## src/rtl/mips_pkg.sv

```systemverilog
// Shared definitions for the MIPS-style pipeline stages.
//   - Opcode constants for the instructions the memory stage cares about.
//   - State encoding for mem_access_stage.
//   - writes_reg(): whether an opcode produces a register result.
package mips_pkg;

  localparam int unsigned WORD_W = 32;
  localparam int unsigned REG_W  = 5;

  localparam logic [5:0] OP_RTYPE = 6'b000000;
  localparam logic [5:0] OP_LW    = 6'b100011;
  localparam logic [5:0] OP_SW    = 6'b101011;
  localparam logic [5:0] OP_BEQ   = 6'b000100;
  localparam logic [5:0] OP_BNE   = 6'b000101;

  typedef enum logic [1:0] {
    StIdle,
    StReq,
    StWb
  } mem_stage_state_e;

  // R-type, lw and the I-type ALU group (opcodes 001xxx) write the register file.
  function automatic logic writes_reg(input logic [5:0] op);
    return (op == OP_RTYPE) || (op == OP_LW) || (op[5:3] == 3'b001);
  endfunction

endpackage

```

## src/rtl/mem_timeout_counter.sv

```systemverilog
// Counts request cycles that went unacknowledged and flags the last allowed one.
// Ports:
//   i_clk, i_rst_n : clock, asynchronous active-low reset
//   i_clear        : synchronous clear (held while no request is outstanding)
//   i_enable       : a request cycle without acknowledge
//   o_expired      : this enabled cycle is the TIMEOUT-th unacknowledged one
module mem_timeout_counter #(
  parameter int unsigned TIMEOUT = 16
) (
  input  logic i_clk,
  input  logic i_rst_n,
  input  logic i_clear,
  input  logic i_enable,
  output logic o_expired
);

  localparam int unsigned CntW = $clog2(TIMEOUT + 1);

  logic [CntW-1:0] r_count;

  // Count holds the number of earlier unacknowledged cycles, so the TIMEOUT-th
  // such cycle is the one that sees TIMEOUT-1.
  assign o_expired = i_enable & (r_count == CntW'(TIMEOUT - 1));

  always_ff @(posedge i_clk or negedge i_rst_n) begin
    if (!i_rst_n) begin
      r_count <= '0;
    end else if (i_clear) begin
      r_count <= '0;
    end else if (i_enable && !o_expired) begin
      r_count <= r_count + 1'b1;
    end
  end

endmodule

```

## src/rtl/mem_access_stage.sv

```systemverilog
// Memory-access pipeline stage: accepts one executed instruction per handshake,
// performs the lw/sw data-memory access over a req/ack port with timeout, and
// presents a single write-back beat. Other instructions pass through in one cycle.
// Ports:
//   i_clk, i_rst_n                : clock, asynchronous active-low reset
//   i_in_valid / o_in_ready       : upstream handshake
//   i_opcode, i_result, i_rt_val,
//   i_dest, i_sig_b               : executed instruction fields
//   o_mem_req/we/addr/wdata       : data-memory request, held until ack or timeout
//   i_mem_rdata, i_mem_ack        : memory response (one-cycle ack pulse)
//   o_wb_valid / i_wb_ready       : write-back handshake
//   o_wb_en/dest/data             : register write
//   o_branch_taken, o_misalign,
//   o_bus_err                     : beat status flags
module mem_access_stage
  import mips_pkg::*;
#(
  parameter int unsigned TIMEOUT = 16
) (
  input  logic              i_clk,
  input  logic              i_rst_n,
  input  logic              i_in_valid,
  output logic              o_in_ready,
  input  logic [5:0]        i_opcode,
  input  logic [WORD_W-1:0] i_result,
  input  logic [WORD_W-1:0] i_rt_val,
  input  logic [REG_W-1:0]  i_dest,
  input  logic              i_sig_b,
  output logic              o_mem_req,
  output logic              o_mem_we,
  output logic [WORD_W-1:0] o_mem_addr,
  output logic [WORD_W-1:0] o_mem_wdata,
  input  logic [WORD_W-1:0] i_mem_rdata,
  input  logic              i_mem_ack,
  output logic              o_wb_valid,
  input  logic              i_wb_ready,
  output logic              o_wb_en,
  output logic [REG_W-1:0]  o_wb_dest,
  output logic [WORD_W-1:0] o_wb_data,
  output logic              o_branch_taken,
  output logic              o_misalign,
  output logic              o_bus_err
);

  mem_stage_state_e r_state, w_state_next;

  logic              w_accept;
  logic              w_is_mem;
  logic              w_misalign;
  logic              w_expired;
  logic              w_cnt_clear;
  logic              w_cnt_en;

  logic              r_mem_we;
  logic [WORD_W-1:0] r_mem_addr;
  logic [WORD_W-1:0] r_mem_wdata;
  logic              r_is_lw;
  logic              r_wb_en;
  logic [REG_W-1:0]  r_wb_dest;
  logic [WORD_W-1:0] r_wb_data;
  logic              r_branch;
  logic              r_misalign;
  logic              r_bus_err;

  assign o_in_ready = (r_state == StIdle) | ((r_state == StWb) & i_wb_ready);
  assign w_accept   = i_in_valid & o_in_ready;
  assign w_is_mem   = (i_opcode == OP_LW) | (i_opcode == OP_SW);
  assign w_misalign = w_is_mem & (i_result[1:0] != 2'b00);

  // Ack on the final allowed cycle wins: the counter is only enabled without ack.
  assign w_cnt_clear = (r_state != StReq);
  assign w_cnt_en    = (r_state == StReq) & ~i_mem_ack;

  mem_timeout_counter #(
    .TIMEOUT (TIMEOUT)
  ) u_timeout (
    .i_clk     (i_clk),
    .i_rst_n   (i_rst_n),
    .i_clear   (w_cnt_clear),
    .i_enable  (w_cnt_en),
    .o_expired (w_expired)
  );

  always_ff @(posedge i_clk or negedge i_rst_n) begin
    if (!i_rst_n) begin
      r_state <= StIdle;
    end else begin
      r_state <= w_state_next;
    end
  end

  always_comb begin
    w_state_next = r_state;
    unique case (r_state)
      StIdle, StWb: begin
        if (w_accept) begin
          w_state_next = (w_is_mem && !w_misalign) ? StReq : StWb;
        end else if ((r_state == StWb) && i_wb_ready) begin
          w_state_next = StIdle;
        end
      end
      StReq: begin
        if (i_mem_ack || w_expired) begin
          w_state_next = StWb;
        end
      end
      default: w_state_next = StIdle;
    endcase
  end

  always_ff @(posedge i_clk or negedge i_rst_n) begin
    if (!i_rst_n) begin
      r_mem_we    <= 1'b0;
      r_mem_addr  <= '0;
      r_mem_wdata <= '0;
      r_is_lw     <= 1'b0;
      r_wb_en     <= 1'b0;
      r_wb_dest   <= '0;
      r_wb_data   <= '0;
      r_branch    <= 1'b0;
      r_misalign  <= 1'b0;
      r_bus_err   <= 1'b0;
    end else if (w_accept) begin
      r_mem_we    <= (i_opcode == OP_SW);
      r_mem_addr  <= i_result;
      r_mem_wdata <= i_rt_val;
      r_is_lw     <= (i_opcode == OP_LW);
      r_wb_en     <= writes_reg(i_opcode) & (i_dest != '0) & ~w_misalign;
      r_wb_dest   <= i_dest;
      r_wb_data   <= i_result;
      r_branch    <= i_sig_b & ((i_opcode == OP_BEQ) | (i_opcode == OP_BNE));
      r_misalign  <= w_misalign;
      r_bus_err   <= 1'b0;
    end else if (r_state == StReq) begin
      if (i_mem_ack) begin
        if (r_is_lw) begin
          r_wb_data <= i_mem_rdata;
        end
      end else if (w_expired) begin
        r_bus_err <= 1'b1;
        r_wb_en   <= 1'b0;
      end
    end
  end

  assign o_mem_req      = (r_state == StReq);
  assign o_mem_we       = r_mem_we;
  assign o_mem_addr     = r_mem_addr;
  assign o_mem_wdata    = r_mem_wdata;
  assign o_wb_valid     = (r_state == StWb);
  assign o_wb_en        = r_wb_en;
  assign o_wb_dest      = r_wb_dest;
  assign o_wb_data      = r_wb_data;
  assign o_branch_taken = r_branch;
  assign o_misalign     = r_misalign;
  assign o_bus_err      = r_bus_err;

endmodule

```

## config.mk

```make
export PLATFORM = sky130hd
export DESIGN_NAME = mem_access_stage
export DESIGN_NICKNAME = d
export VERILOG_FILES = /design/src/rtl/mips_pkg.sv /design/src/rtl/mem_timeout_counter.sv /design/src/rtl/mem_access_stage.sv
export SDC_FILE = /design/constraint.sdc
export NUM_CORES = 1
export LEC_CHECK = 0
export ABC_AREA = 1
export CORE_MARGIN = 5
export CORE_UTILIZATION = 50
export DETAILED_ROUTE_END_ITERATION = 10
export DONT_BUFFER_PORTS = 1
export GPL_TIMING_DRIVEN = 0
export HOLD_SLACK_MARGIN = 0.02
export MAX_ROUTING_LAYER = met4
export SYNTH_ARGS = -nofsm -noshare
export SYNTH_HDL_FRONTEND = slang
export SYNTH_HIERARCHICAL = 1
export SYNTH_SLANG_ARGS = --single-unit
```

## constraint.sdc

```tcl
create_clock -name i_clk -period 1.8 [get_ports i_clk]
set_input_delay 0.27 -clock i_clk [delete_from_list [all_inputs] [get_ports i_clk]]
set_output_delay 0.27 -clock i_clk [all_outputs]
set_load 0.03 [all_outputs]
```

* Word-level counts from Yosys, hierarchy flattened
Cells that the tools add are included.
** Storage, ports and cells
- Word-level logic and storage cells :: 78
- Bits in read-only memories :: 0
- Register bits :: 114
- RAM bits :: 0
- Memories :: 0
- Latch bits :: 0
- Input bits :: 113
- Output and inout bits :: 109
** Cells by class
- Equality and inequality tests :: 12
- Mux-type cells :: 19
- Order comparisons :: 0
- Bitwise logic cells :: 13
- Multiply operators :: 0
- Reductions and logical operators :: 21
- Shifts and indexed selects :: 0
- $add $sub $neg :: 1
- Div/mod/pow operators :: 0
** Operator list (count)
- two-way mux 32 bit :: 4
- equality test 6 x 3 -> 1 bit (second input constant) :: 2
- equality test 6 bit (second input constant) :: 2
- nonzero test 2 bit :: 6
- two-way mux 5 bit :: 2
- bitwise AND 1 bit :: 8
- two-way mux 1 bit :: 8
- two-way mux 2 bit :: 4
- zero test 6 bit :: 1
- != test 2 x 1 -> 1 bit (second input constant) :: 3
- AND reduction 3 bit :: 2
- adder 5 x 1 -> 5 bit (second input constant) :: 1
- equality test 5 x 4 -> 1 bit (second input constant) :: 1
- nonzero test 5 bit :: 1
- case mux 2 bit (2 select lines) :: 1
- equality test 3 x 1 -> 1 bit (second input constant) :: 1
- logical AND 1 bit :: 3
- logical OR 1 bit :: 3
- != test 3 bit (second input constant) :: 1
- OR 1 bit :: 3
- equality test 2 x 1 -> 1 bit (second input constant) :: 1
- equality test 2 bit (second input constant) :: 1
- zero test 1 bit :: 2
- zero test 2 bit :: 1
- other kinds (3) :: 4

* Longest topological paths before layout
- Word-level depth :: 8
- Mapped depth :: 12
- Mapped depth without buffers :: 12

* By module
The synthesis kept the hierarchy.
** Modules (own cells, without submodules)
- mem_access_stage :: cells each 542, times used 1, area each 4538.1 um^2, sequential area each 2727.6 um^2
- mem_timeout_counter :: cells each 38, times used 1, area each 275.3 um^2, sequential area each 125.1 um^2

* Worst setup path before layout
OpenSTA, ideal clock, no wires.
- Path kind :: register -> register
- Start :: register r_state[1]
- End :: register u_timeout.r_count[3]
- Arrival time :: 1352 ps
- Path slack :: 331 ps
- Path buffers :: 0
- Clock period less this slack :: 1469 ps
- Stages on the path, launching flop included :: 9
- Required time :: 1683 ps
- Setup time :: 117 ps
- Cell sequence :: dfrtp_1 nor2_4 inv_1 nor2_1 nand3_1 nor2_1 nand2_1 nand2_1 nor2_1
** Between the ends
- Cells in the longest elaborated chain, start to end :: 6
- Elaborated cells on any way between the ends :: 8
- Those cells by class :: eq/ne: 2; mux: 1; bitwise: 2; reduce/logical: 3
** RTL lines
- start, declared :: line mem_access_stage.sv:45 : mem_stage_state_e r_state, w_state_next;
- start signal, assigned :: line mem_access_stage.sv:86 : r_state <= StIdle;
- start signal, assigned :: line mem_access_stage.sv:88 : r_state <= w_state_next;
- equality test 2 x 1 -> 1 bit *
- named net o_mem_req :: line mem_access_stage.sv:29 : output logic o_mem_req,
- bitwise AND 1 bit * :: line mem_access_stage.sv:72 : assign w_cnt_en = (r_state == StReq) & ~i_mem_ack;
- named net w_cnt_en :: line mem_access_stage.sv:52 : logic w_cnt_en;
- bitwise AND 1 bit :: line mem_timeout_counter.sv:23 : assign o_expired = i_enable & (r_count == CntW'(TIMEOUT - 1));
- zero test 1 bit :: line mem_timeout_counter.sv:30 : end else if (i_enable && !o_expired) begin
- logical AND 1 bit * :: line mem_timeout_counter.sv:30
- nonzero test 2 bit (no line) *
- end signal, assigned :: line mem_timeout_counter.sv:31 : r_count <= r_count + 1'b1;
- end, declared :: line mem_timeout_counter.sv:19 : logic [CntW-1:0] r_count;
The timed path passes the listed nets; every way through them passes the cells marked *.
A chain may end at the register's enable or synchronous reset.

* Worst setup path in the final report
- Start :: register r_state[1]
- End :: output port o_wb_valid
** Between the ends
- Cells in the longest elaborated chain, start to end :: 1
** RTL lines
- equality test 2 bit :: line mem_access_stage.sv:150 : assign o_wb_valid = (r_state == StWb);
- end, declared :: line mem_access_stage.sv:35 : output logic o_wb_valid,
No other way between the ends.

==> results.cfg <==
[run_status]
status = finished, violations left
violations = negative hold slack

[placed_design]
portBuffers = 0
gp_congestion = 0.817
placed_area_um2 = 4970
dpl.hpwl_um = 9550

[flow_run]
cap_violations = 0

[logic_synthesis]
ys_types = 20
synth_xor_area_share_pct = 0
yosys.area_share.simple_pct = 24.7
ys_warn_count = 6
synth-compound-area-share_pct = 7.90
synthTopCellsByArea = dfrtp_1 (59%), nand2_1 (20%), o21ai_0 (5.8%), inv_1 (4.3%), nor2_1 (1.7%)
synthMuxAreaShare_pct = 0
syn_avg_cell_area_um2 = 8.30
synth_top_area_cell = dfrtp_1
ys_seq_area_share_pct = 59.3
synth_top_family_by_area = simple AND/OR/NAND/NOR gates
syn_inst = 580
yosysTopAreaCellShare_pct = 59.3
netlist_area_um2 = 4810
synthAdderAreaFrac_pct = 0.520
syn_nets = 695
synth_seq_cells = 114

[timing]
finalMaxSlewViolations = 0
min_period_over_period_pct = 90.0
period_needed_ns = 1.62
final_hold_viol_count = 114
fin_skew_ns = 0.00560
setup-violations-final = 0
rsz0062_at_grt = false
tightest_slew_ns = 0.511
slew_headroom_pct = 65.9
fmaxAchievable_mhz = 617
setup_tns_ns = 0
whs_ns = -0.540

[global_routing]
grt_max_degree = 115
gr-usage-all-layers_pct = 25.9
grt_pass1_wl_um = 22700
antenna_found_initial = 0
grt_pass1_vias = 4438
overflow = 0

[clock_tree]
clockBufferDepth = 2
hold_buffers = 91
clk_latency_ns = 0.50
htreeDepth = 4
clockRootBuffer = clkbuf_8
cts_tree = done
clkTransAtPathRegs_ns = 0.06
clock_sinks = 114
cts_made_buffers = 17

[critical_path]
cpMaxStageDelayCell = dfrtp_1
timing.rr.end = o_wb_data[7]$_DFFE_PN0P_
r2r_cells = 7
critPathMaxStageDelay_ns = 0.45
r2r_slack_ns = 0.18
cp_cell_sequence = inv_1, nor2_2
critPathLaunchType = register
r2r-start = r_state[1]$_DFFE_PN0P_
crit_start = r_state[1]$_DFFE_PN0P_
path_class = reg2out
cp_num_buf_inv = 1
crit_family = flip-flops
cp.required_ns = 1.53
worst_ep_arrival_time_ns = 1.35
worstPathMaxFanout = 4
crit_path_end_kind = output port

[floorplanning]
core-area_um2 = 9330
fp.dieArea_um2 = 11700
ioPinCount = 222
die_x_um = 108
num_rows = 35
die_y_um = 108
start_util_pct = 51.6

[route]
wl_um = 14500
firstDrtPassIters = 5
drt.antenna.violating_nets = 0
drc_errors = 0
vias = 4229
first_iter_violations = 297
avgRoutedWirePerCell_um = 17.5
vias_per_cell = 5.09

[pwr]
leakagePower_nw = 3.38
power_density_nw_per_um2 = 1540
vdd_ir_drop_max_v = 0.000799

[final_layout]
stdcell_area_um2 = 6490
drive_above_1_share_pct = 9.54
fillers = 728
syn_to_final_growth_pct = 34.8
antenna_cells = 0
nNetsFinal = 805

[worst_hold_path]
hold_class = in2async
cell type report:
class                      instances  area (um2)  area share (%)
buffer                            26         154            2.37
clock buffer                      18         418            6.44
clock inverter                    13         163            2.51
inverter                          58         218            3.36
multi-input combinational        382        1610            24.8
sequential                       114        2850            44.0
tap                              129         161            2.49
timing repair buffer              91         911            14.0
flip-flops by register name (all words and copies together), names as in the netlist:
| register | flops |
|---|---|
| o_mem_we | 1 |
| o_wb_dest | 5 |
| o_branch_taken | 1 |
| o_mem_wdata | 32 |
| o_bus_err | 1 |
| u_timeout/r_count | 5 |
| o_wb_data | 32 |
| r_state | 2 |
| o_misalign | 1 |
| o_mem_addr | 32 |
| r_is_lw | 1 |
| o_wb_en | 1 |
worst register-to-register path: cells and delay by family (launching register included):
family	cells	cell delay (ns)
DFF	1	0.44
AOI/OAI and AO/OA	2	0.28
and+or+nand+nor	3	0.52
buffers and inverters	2	0.26
power by group:
group	switching (mW)	total, mW	leakage, nW	internal [mW]
registers	1.99	5.22	1.40	3.24
clock network	1.18	3.28	0.277	2.10
logic	0.892	1.48	1.70	0.589
total	4.06	9.99	3.38	5.92
cell families (layout without fill, tap and decap cells):
| group | Yosys count | after routing |
|---|---|---|
| AND/OR/NAND/NOR | 304 | 304 |
| flip-flops | 114 | 114 |
| buffers and inverters | 84 | 206 |
| AO/OA/AOI/OAI | 76 | 76 |
| adder cells (fa/ha/maj) | 2 | 2 |
per-stage QoR:
| stage | cells | hold WS [ns] | util (%) | total power, mW | setup slack [ns] |
|---|---|---|---|---|---|
| after floorplan | 580 | -0.0256 | - | 6.05 | 0.331 |
| after global placement | 709 | -0.0225 | 53.3 | 6.48 | 0.0145 |
| after detailed placement | 709 | -0.0220 | 53.3 | 6.53 | 0.00988 |
| after CTS | 831 | -0.558 | 69.3 | 10.0 | 0.00790 |
| after global routing | 831 | -0.570 | 69.6 | 10.5 | 0.0154 |
| final | 831 | -0.540 | 69.6 | 9.99 | 0.180 |
cell usage in the layout (no fill, tap or decap), types with 3 or more instances in the layout:
master           n
a21oi_1          4
buf_2           17
buf_4            3
buf_6            3
bufinv_16        3
clkbuf_1         3
clkbuf_16       16
clkinv_2         3
clkinv_4         3
clkinvlp_4       3
dfrtp_1        114
dlygate4sd3_1   91
inv_1           55
inv_2            3
nand2_1        261
nand2_2          4
nand3_1          9
nor2_1          20
o21ai_0         55
o21ai_1         17
cell usage after synthesis (all sizes together):
master  instances
nor2           23
dfrtp         114
ha              2
nand3          10
inv            58
or2             3
clkbuf          6
a21oi           4
nand2         266
o21ai          72
buf            20
nand4           2
layer usage:
layer | track usage, % | share of wire, % | vias up
met5 | - | 0 | -
met4 | 8.48 | 2.0 | 0
met3 | 7.76 | 9.3 | 22
met2 | 42.5 | 50 | 207
met1 | 30.9 | 39 | 2003
li1 | - | - | 1997
worst max-delay path by stage:
stage / endpoint / slack [ns] / depth (start not counted)
after detailed placement: o_wb_data[25]$_DFFE_PN0P_ / 0.01 / 7
after global routing: o_wb_data[7]$_DFFE_PN0P_ / 0.02 / 7
final: o_wb_valid / 0.18 / 2
after floorplan: u_timeout/r_count[3]$_DFFE_PN0P_ / 0.33 / 8
after CTS: o_wb_valid / 0.008 / 2
after global placement: o_wb_data[24]$_DFFE_PN0P_ / 0.01 / 7
repair_timing:
action                                  CTS  global route
endpoints found under the setup margin   10            32
endpoints found under the hold margin   220           114
setup buffers                             0             0
gates resized for setup                   1            15
pin swaps                                 1             1
Note: power is estimated with default switching activity, not from simulation.
==> RTL edit (same settings) <==
`TIMEOUT` is set to 16 in 2 places; all go to 32.
--- a/src/rtl/mem_timeout_counter.sv
+++ b/src/rtl/mem_timeout_counter.sv
@@ -5,7 +5,7 @@
 //   i_enable       : a request cycle without acknowledge
 //   o_expired      : this enabled cycle is the TIMEOUT-th unacknowledged one
 module mem_timeout_counter #(
-  parameter int unsigned TIMEOUT = 16
+  parameter int unsigned TIMEOUT = 32
 ) (
   input  logic i_clk,
   input  logic i_rst_n,
--- a/src/rtl/mem_access_stage.sv
+++ b/src/rtl/mem_access_stage.sv
@@ -15,7 +15,7 @@
 module mem_access_stage
   import mips_pkg::*;
 #(
-  parameter int unsigned TIMEOUT = 16
+  parameter int unsigned TIMEOUT = 32
 ) (
   input  logic              i_clk,
   input  logic              i_rst_n,
Function: no difference found for any inputs over 10 cycles, from zero or initial values and one cycle with i_rst_n low; that may be too few to reach the edited logic, so the function may still have changed.
==> RTL edit against the unedited design <==
The flow still finishes with violations (hold timing). Die area rose by 1.7%. Setup slack worse by 0.073 ns. Clock power is 7.9% higher. Largest cell class unchanged. Non-clock buffer count up 17. Sequential cell count grew 1. Cell count grew 4.1%. Routed wire length is 1.2% higher. Area after synthesis grew 1.9%. Total power increased by 3.0%. Cell area up 5.0%. Synthesized cell count grew 2.1%.
==> RTL edit: results (changes against the unedited design) <==
grt:
  grt_pass1_wl_microns: 22900  # +1.0%
  grtUsageTotal_pct: 26.2  # +0.31 points
  grt_max_degree: 116  # +0.87%
  antenna_found_initial: 0  # unchanged
  grt_pass1_vias: 4488  # +1.1%
timing:
  worstMarginPinSlew_ns: 0.445  # -0.0658 ns
  hold_ws_ns: -0.567  # -0.0275 ns
  hold_violations: 116  # +1.8%
  setup_viol: 0  # unchanged
  fin_worst_skew_ns: 0.00580  # +0.000195 ns
power:
  p_leak_uw: 0.00353  # +4.5%
  ir_drop_mv: 0.854  # +6.8%
logic_synthesis:
  synthArstFlopShare_pct: 100  # unchanged
  syn-num-nets: 706  # +1.6%
  synth.cells.most_frequent: "269 x nand2_1, 115 x dfrtp_1, 56 x inv_1, 56 x o21ai_0, 16 x o21ai_1"
  ys_types: 23  # +15%
  synth_area_leaders: "dfrtp_1 59%, nand2_1 21%, o21ai_0 5.7%, inv_1 4.3%, o21ai_1 1.6%"
  ys_seq_area_share_pct: 58.7  # -0.59 points
placement:
  gp_congestion: 0.847  # +3.7%
  hpwl_microns: 9580  # +0.34%
  place_ws_ns: -0.0704  # -0.0803 ns
  placed_area_sq_mm: 0.00507  # +1.9%
route:
  vias: 4417  # +4.4%
  drt-initial-drc-count: 205  # -31%
  wl_per_cell_microns: 17.0  # -2.8%
clock_network:
  clk_pin_slew_ns: 0.06  # about the same
  cts_root_buffer: "clkbuf_8"
  clk_latency_ns: 0.53  # +0.03 ns
  cts_hold_buf: 109  # +20%
  cts_setup_buffers: 0  # unchanged
  h-tree-depth: 4  # unchanged
cells_and_area:
  final_net_count: 833  # +3.5%
  drive_above_1_share_pct: 9.84  # +0.29 points
  num_antenna_cells: 0  # unchanged
critical_path:
  cp.arrival_ns: 2.11  # +0.76 ns
  crit_fanout: 7  # +3
status:
  status: "finished with violations"
  violations: "hold timing"
hold_path:
  min_path_type: "input port to async pin"
[RTL edit: layer usage]
layer	share of wire [%]	global-route usage [%]
met3	10	9.65
met2	49	42.0
met4	2.4	9.74
met5	0	-
met1	39	30.3
[RTL edit: worst max-delay path, cell delays in order, from the launching register on]
cell,delay [ns]
dfrtp_1,0.43
nor2_4,0.36
inv_4,0.09
nor2_4,0.11
inv_2,0.05
nor2_2,0.31
nor2_4,0.10
nand2_1,0.08
nand2_1,0.05
[RTL edit: cell families after synthesis]
logic type,Yosys count,share of synthesized area (%)
AND/OR/NAND/NOR,316,25.8
flip-flops,115,58.7
buffers and inverters,85,7.55
AO/OA/AOI/OAI,75,7.70
adder cells (fa/ha/maj),1,0.255
[RTL edit: final cells by class]
| type | count | area, sq um |
|---|---|---|
| plain buffers | 26 | 154 |
| clock inverters | 8 | 148 |
| flip-flops and latches | 115 | 2880 |
| inverters | 59 | 224 |
| well taps | 133 | 166 |
| repair buffers | 108 | 1080 |
| fillers | 724 | 2870 |
| clock buffers | 24 | 480 |
| multi-input cells | 392 | 1680 |
[RTL edit: per-stage QoR]
stage | instances | hold WS (ns)
floorplan | 592 | -0.0256
CTS | 866 | -0.591
detailed placement | 725 | -0.0223
global placement | 725 | -0.0222
finish | 865 | -0.567
global route | 865 | -0.586
[RTL edit: timing repair]
action,4_1_cts,5_1_grt
gates resized for setup,4,19
endpoints found under the hold margin,223,115
setup endpoints to repair,31,40
gates cloned,0,0
pin swaps,1,1
[RTL edit: worst paths after layout]
kind / from / endpoint / slack, ns / cells after the start
worst max register to register: r_state[1]$_DFFE_PN0P_ / u_timeout/r_count[2]$_DFFE_PN0P_ / 0.11 / 8
worst min-delay path: i_rst_n / o_mem_wdata[15]$_DFFE_PN0P_ / -0.57 / 0
max in group asynchronous: i_rst_n / o_mem_addr[18]$_DFFE_PN0P_ / 2.24 / 0
worst min register to register: r_is_lw$_DFFE_PN0P_ / r_is_lw$_DFFE_PN0P_ / 0.50 / 2
min in group i_clk: i_opcode[2] / r_is_lw$_DFFE_PN0P_ / -0.01 / 3
worst max-delay path: r_state[1]$_DFFE_PN0P_ / u_timeout/r_count[2]$_DFFE_PN0P_ / 0.11 / 8
[RTL edit: power by group]
group	switching [uW]	total [uW]	internal, uW
Combinational	893	1510	615
Sequential	1980	5240	3260
Clock	1150	3540	2390
Total	4020	10300	6270
